`config.mk`:
```
export PLATFORM = sky130hd
export DESIGN_NAME = uart_tx
export DESIGN_NICKNAME = d
export VERILOG_FILES = /design/src/rtl/uart_pkg.sv /design/src/rtl/uart_baud_gen.sv /design/src/rtl/uart_tx.sv
export SDC_FILE = /design/constraint.sdc
export NUM_CORES = 1
export LEC_CHECK = 0
export ABC_AREA = 1
export CELL_PAD_IN_SITES_DETAIL_PLACEMENT = 0
export CELL_PAD_IN_SITES_GLOBAL_PLACEMENT = 1
export CORE_MARGIN = 2
export CORE_UTILIZATION = 40
export DETAILED_ROUTE_END_ITERATION = 7
export MAX_ROUTING_LAYER = met4
export PLACE_DENSITY = 0.79
export SYNTH_ARGS = -nofsm -noshare
export SYNTH_HDL_FRONTEND = slang
export SYNTH_HIERARCHICAL = 1
export SYNTH_SLANG_ARGS = --single-unit
```
`constraint.sdc`:
```
create_clock -name clk -period 1.9 [get_ports clk]
set_input_delay 0.38 -clock clk [delete_from_list [all_inputs] [get_ports clk]]
set_output_delay 0.38 -clock clk [all_outputs]
set_load 0.1 [all_outputs]
```
`src/rtl/uart_pkg.sv`:
```
// Shared UART definitions: FSM state encoding, bit-period and parity helpers.
// Used by both the transmitter and the receiver.
package uart_pkg;

    typedef enum logic [2:0] {
        IDLE,
        START,
        DATA,
        PARITY,
        STOP
    } uart_state_t;

    // Clocks per bit, truncated; never below one so the baud counter stays valid.
    function automatic int calc_period(input int clk_freq, input int baud_rate);
        int p;
        p = clk_freq / baud_rate;
        return (p < 1) ? 1 : p;
    endfunction

    // Even parity of up to 9 data bits (zero-extended), inverted for odd sense.
    function automatic logic parity_bit(input logic [8:0] word, input logic odd);
        return (^word) ^ odd;
    endfunction

endpackage

```
`src/rtl/uart_baud_gen.sv`:
```
// Bit-period timer: tick is high during the last clock of every PERIOD-cycle bit.
// clr holds the count at zero so the first bit of a frame starts fully aligned.
module uart_baud_gen #(
    parameter int PERIOD = 10
) (
    input  logic clk,
    input  logic rst,
    input  logic clr,
    output logic tick
);

    localparam int CW = (PERIOD > 1) ? $clog2(PERIOD) : 1;
    localparam logic [CW-1:0] LAST = CW'(PERIOD - 1);

    logic [CW-1:0] cnt_reg;

    always_ff @(posedge clk or negedge rst) begin
        if (!rst) begin
            cnt_reg <= '0;
        end else if (clr || cnt_reg == LAST) begin
            cnt_reg <= '0;
        end else begin
            cnt_reg <= cnt_reg + 1'b1;
        end
    end

    assign tick = (cnt_reg == LAST);

endmodule

```
`src/rtl/uart_tx.sv`:
```
// Double-buffered UART transmitter, LSB first, start/data/[parity]/stop framing.
// Optional parity bit is compiled in with the UART_TX_PARITY_EN macro.
module uart_tx
    import uart_pkg::*;
#(
    parameter int CLK_FREQ   = 100000000,
    parameter int BAUD_RATE  = 9600,
    parameter int DATA_BITS  = 8,
    parameter int STOP_BITS  = 1,
    parameter int PARITY_ODD = 0
) (
    input  logic                 clk,
    input  logic                 rst,
    input  logic [DATA_BITS-1:0] data,
    input  logic                 data_valid,
    output logic                 data_ready,
    output logic                 tx,
    output logic                 busy
);

    localparam int PERIOD = calc_period(CLK_FREQ, BAUD_RATE);
    localparam int CNT_W  = $clog2(DATA_BITS + 3);
    localparam logic [CNT_W-1:0] LAST_DATA = CNT_W'(DATA_BITS - 1);
    localparam logic [CNT_W-1:0] LAST_STOP = CNT_W'(STOP_BITS - 1);
    localparam logic ODD = (PARITY_ODD != 0);

    uart_state_t state_reg, state_next;
    logic [DATA_BITS-1:0] hold_reg;
    logic                 hold_empty_reg;
    logic [DATA_BITS-1:0] shift_reg, shift_next;
    logic [CNT_W-1:0]     bit_cnt_reg, bit_cnt_next;
    logic                 tx_reg, tx_next;
    logic                 busy_reg, busy_next;
    logic                 par_reg, par_next;
    logic                 tick;
    logic                 baud_clr;
    logic                 load;
    logic                 accept;

    assign baud_clr = (state_reg == IDLE);

    uart_baud_gen #(
        .PERIOD(PERIOD)
    ) u_baud (
        .clk (clk),
        .rst (rst),
        .clr (baud_clr),
        .tick(tick)
    );

    // Accept and load are mutually exclusive: load needs a full holding register.
    assign accept = data_valid && hold_empty_reg;

    always_ff @(posedge clk or negedge rst) begin
        if (!rst) begin
            state_reg      <= IDLE;
            shift_reg      <= '0;
            bit_cnt_reg    <= '0;
            tx_reg         <= 1'b1;
            busy_reg       <= 1'b0;
            par_reg        <= 1'b0;
            hold_reg       <= '0;
            hold_empty_reg <= 1'b1;
        end else begin
            state_reg   <= state_next;
            shift_reg   <= shift_next;
            bit_cnt_reg <= bit_cnt_next;
            tx_reg      <= tx_next;
            busy_reg    <= busy_next;
            par_reg     <= par_next;
            if (accept) begin
                hold_reg       <= data;
                hold_empty_reg <= 1'b0;
            end else if (load) begin
                hold_empty_reg <= 1'b1;
            end
        end
    end

    always_comb begin
        state_next   = state_reg;
        shift_next   = shift_reg;
        bit_cnt_next = bit_cnt_reg;
        tx_next      = tx_reg;
        busy_next    = busy_reg;
        par_next     = par_reg;
        load         = 1'b0;

        case (state_reg)
            IDLE: begin
                tx_next   = 1'b1;
                busy_next = 1'b0;
                load      = !hold_empty_reg;
            end
            START: begin
                if (tick) begin
                    state_next   = DATA;
                    tx_next      = shift_reg[0];
                    bit_cnt_next = '0;
                end
            end
            DATA: begin
                if (tick) begin
                    if (bit_cnt_reg == LAST_DATA) begin
                        bit_cnt_next = '0;
`ifdef UART_TX_PARITY_EN
                        state_next   = PARITY;
                        tx_next      = par_reg;
`else
                        state_next   = STOP;
                        tx_next      = 1'b1;
`endif
                    end else begin
                        bit_cnt_next = bit_cnt_reg + 1'b1;
                        shift_next   = shift_reg >> 1;
                        tx_next      = shift_reg[1];
                    end
                end
            end
            PARITY: begin
                tx_next = par_reg;
                if (tick) begin
                    state_next = STOP;
                    tx_next    = 1'b1;
                end
            end
            STOP: begin
                if (tick) begin
                    if (bit_cnt_reg == LAST_STOP) begin
                        state_next   = IDLE;
                        tx_next      = 1'b1;
                        busy_next    = 1'b0;
                        bit_cnt_next = '0;
                        load         = !hold_empty_reg;
                    end else begin
                        bit_cnt_next = bit_cnt_reg + 1'b1;
                    end
                end
            end
            default: state_next = IDLE;
        endcase

        // Loading overrides the above so back-to-back frames start with no idle cycle.
        if (load) begin
            state_next   = START;
            tx_next      = 1'b0;
            busy_next    = 1'b1;
            shift_next   = hold_reg;
            bit_cnt_next = '0;
            par_next     = parity_bit(9'(hold_reg), ODD);
        end
    end

    assign data_ready = hold_empty_reg;
    assign tx         = tx_reg;
    assign busy       = busy_reg;

endmodule
```
==> impl_metrics.csv, run 1 <==
group,metric,value,unit
critical_path,crit_fanout,16,
synthesis,yosys.cell_types.count,24,
pwr,vdd_ir_drop_max,613.4,uV
critical_path,required,2.09,ns
global_routing,grt_pass1_wl,8.142,mm
timing,worst_pin_slew,0.5264,ns
timing,holdWs,0.1422,ns
floorplan,die_y,81.11,microns
routing,dr.pass1.iters,4,
placement,dp_hpwl,3.420,mm
critical_path,slowest_delay,0.44,ns
timing,rsz0062_at_grt,"false",
critical_path,cp-end-kind,"register",
timing,tns,0,ns
synthesis,synthTopCellsByCount,"nand2_1 (93), nor2_1 (40), dfrtp_1 (39)",
routing,viasPerCell,4.692,
critical_path,crit_chain,"nor2_2, nand3_1, nor3_2, inv_1, nor2_1, nand2_2, nand2_2, nand2_8, inv_6, nand2_1, nand2_1, inv_1",
clocking,cts_buffers,5,
synthesis,synth-seq-cells,41,
synthesis,netlist_area,2379,sq um
routing,drc,0,
synthesis,syn_nets,327,
clocking,htree_levels,2,
global_routing,gr-total-overflow,0,
timing,finalSetupViolCount,0,
floorplan,core_area,5816,sq um
pwr,power,4.034,mW
synthesis,yosysMostFrequentCell,"nand2_1",
global_routing,antenna_found_initial,0,
synthesis,synth_area_leaders,"dfrtp_1 (41%), nand2_1 (15%), nand3_1 (6.7%)",
critical_path,critPathSlowestCell,"dfrtp_2",
timing,min_period,1.712,ns
synthesis,avgSynthCellArea,7.623,sq um
critical_path,critPathTopFamily,"simple AND/OR/NAND/NOR gates",
run,maxCapViolCount,0,
synthesis,synth-edff-count,0,
finish,nFillCells,610,
global_routing,grt_pass1_vias,1855,
critical_path,startpoint_type,"register",
routing,finalWirelength,4.682,mm
clocking,cts.reportedPaths.clkPinSlew,0.09,ns
clocking,root_buffer,"clkbuf_8",
synthesis,syn_inst,312,
finish,nets,354,
synthesis,synth_flop_cell,"dfrtp_1",
placement,gp_congestion,0.8102,
placement,pre_cts_slack,0.04389,ns
routing,wl_per_cell,11.28,microns
clocking,clock_latency,0.30,ns
global_routing,track_usage,16.57,%
timing,worst_slack,0.1882,ns
clocking,cts.sinks,41,
timing,fin_skew,0.009544,ns
timing,finalMaxSlewViolations,0,
placement,port_buffers,13,
synthesis,yosysWarnings,6,
timing,finalCritPeriodShare,90.10,%
floorplan,die_w,81.11,microns
routing,dr.first_iter.drc_count,78,
timing,max_freq,584.2,MHz
pwr,cellLeakagePower,1.383,nW
finish,drive_above_1_share,16.76,%
finish,largest_reg_flops,14,
routing,drtAntennaViolNets,0,
floorplan,dieArea,6579,sq um
timing,hold_viol,0,
global_routing,grt_max_degree,42,
finish,utilization,48.17,%
clocking,clock_path_buffers,2,
critical_path,crit_buf_inv,3,
pwr,pwr_density_cell,1440,nW/um^2
floorplan,start_util,40.90,%
clocking,cts_tree,"yes",
synthesis,async_reset_ff_share,100.0,%
timing,maxSlewHeadroom,64.91,%
worst_hold_path,hp-class,"input pin to asynchronous set/reset pin",
synthesis,yosysTopAreaCell,"dfrtp_1",
synthesis,yosysTopAreaCellShare,41.03,%
critical_path,critPathKind,"register to register",
floorplan,core.rowCount,28,
clocking,hold_buffers,0,
floorplan,num_io_pins,14,
finish,n_antenna_cell,0,
finish,area_growth,17.78,%
synthesis,yosysSeqAreaShare,43.24,%
status,status,"complete, no violations",
critical_path,critical_path_arrival,1.91,ns
routing,vias,1947,
## worst paths after layout
| path | startpoint | end | slack [ns] | depth (start not counted) |
|---|---|---|---|---|
| setup reg to reg | u_baud/cnt_reg[10] | shift_reg[2] | 0.19 | 12 |
| min in group clk | shift_reg[7] | shift_reg[6] | 0.49 | 2 |
| setup / recovery | u_baud/cnt_reg[10] | shift_reg[2] | 0.19 | 12 |
| hold / removal | rst | bit_cnt_reg[2] | 0.14 | 2 |
| max in group asynchronous | rst | u_baud/cnt_reg[10] | 1.38 | 2 |
| hold reg to reg | shift_reg[7] | shift_reg[6] | 0.49 | 2 |
## cell families (layout without fill, tap and decap cells)
family                   Yosys count  after routing  share of synthesized area, %
flip-flops                        41             41                         43.24
adder cells (fa/ha/maj)            4              4                         2.104
multiplexers                       3              3                         1.420
AO/OA/AOI/OAI                     13             13                         2.788
AND/OR/NAND/NOR                  191            191                         36.45
buffers and inverters             43             71                         7.733
XOR/XNOR                          17             17                         6.260
## through the flow
| step | instances | area, sq um |
|---|---|---|
| global route | 415 | 2801 |
| detailed placement | 406 | 2665 |
| CTS | 414 | 2766 |
| global placement | 406 | 2665 |
| finish | 415 | 2801 |
| floorplan | 312 | 2379 |
## report_power, final
part	total, mW	internal, mW	switching [mW]
clock	0.638	0.329	0.309
sequential	1.44	1.17	0.264
combinational	1.96	0.744	1.21
## layer usage
metal	wire, microns	global-route usage [%]	vias to the layer above
met3	105	3.333	6
met2	2230	26.94	20
met1	2277	20.45	903
met5	0	-	-
li1	-	-	1018
met4	69	6.102	0
## area by class of cell
class / instances / area (sq um) / share of cell area (%)
tap: 75 / 93.84 / 3.350
clock buffer: 7 / 96.34 / 3.439
multi-input combinational: 228 / 1187 / 42.38
timing repair buffer: 24 / 237.7 / 8.486
sequential: 41 / 1030 / 36.76
inverter: 39 / 151.4 / 5.404
clock inverter: 1 / 5.005 / 0.1787
## layout by cell type, fill, tap and decap left out, types with 4 or more instances in the layout
master,n
nor2_4,5
inv_1,36
clkdlybuf4s50_1,9
nand4_1,4
nand3_1,32
clkbuf_8,7
nand2_1,92
nor2_2,6
dfrtp_1,38
nand2_2,8
ha_1,4
buf_4,11
nor2_1,38
a21oi_1,7
xnor2_1,8
xor2_1,9
## repair_timing
action	4_1_cts	5_1_grt
hold endpoints to repair	0	0
resized for setup	0	8
setup endpoints to repair	0	13
setup buffers	0	1
Note: power is estimated with default switching activity, not from simulation.
==> run 2: changes to the inputs <==
--- a/config.mk
+++ b/config.mk
@@ -6,6 +6,7 @@
 export NUM_CORES = 1
 export LEC_CHECK = 0
 export ABC_AREA = 1
+export ABC_CLOCK_PERIOD_IN_PS = 1900
 export CELL_PAD_IN_SITES_DETAIL_PLACEMENT = 0
 export CELL_PAD_IN_SITES_GLOBAL_PLACEMENT = 1
 export CORE_MARGIN = 2
@@ -17,3 +18,4 @@
 export SYNTH_HDL_FRONTEND = slang
 export SYNTH_HIERARCHICAL = 1
 export SYNTH_SLANG_ARGS = --single-unit
+export TNS_END_PERCENT = 100
==> results of run 2 <==
Final layout, timing and power as in run 1 (identical DEF).
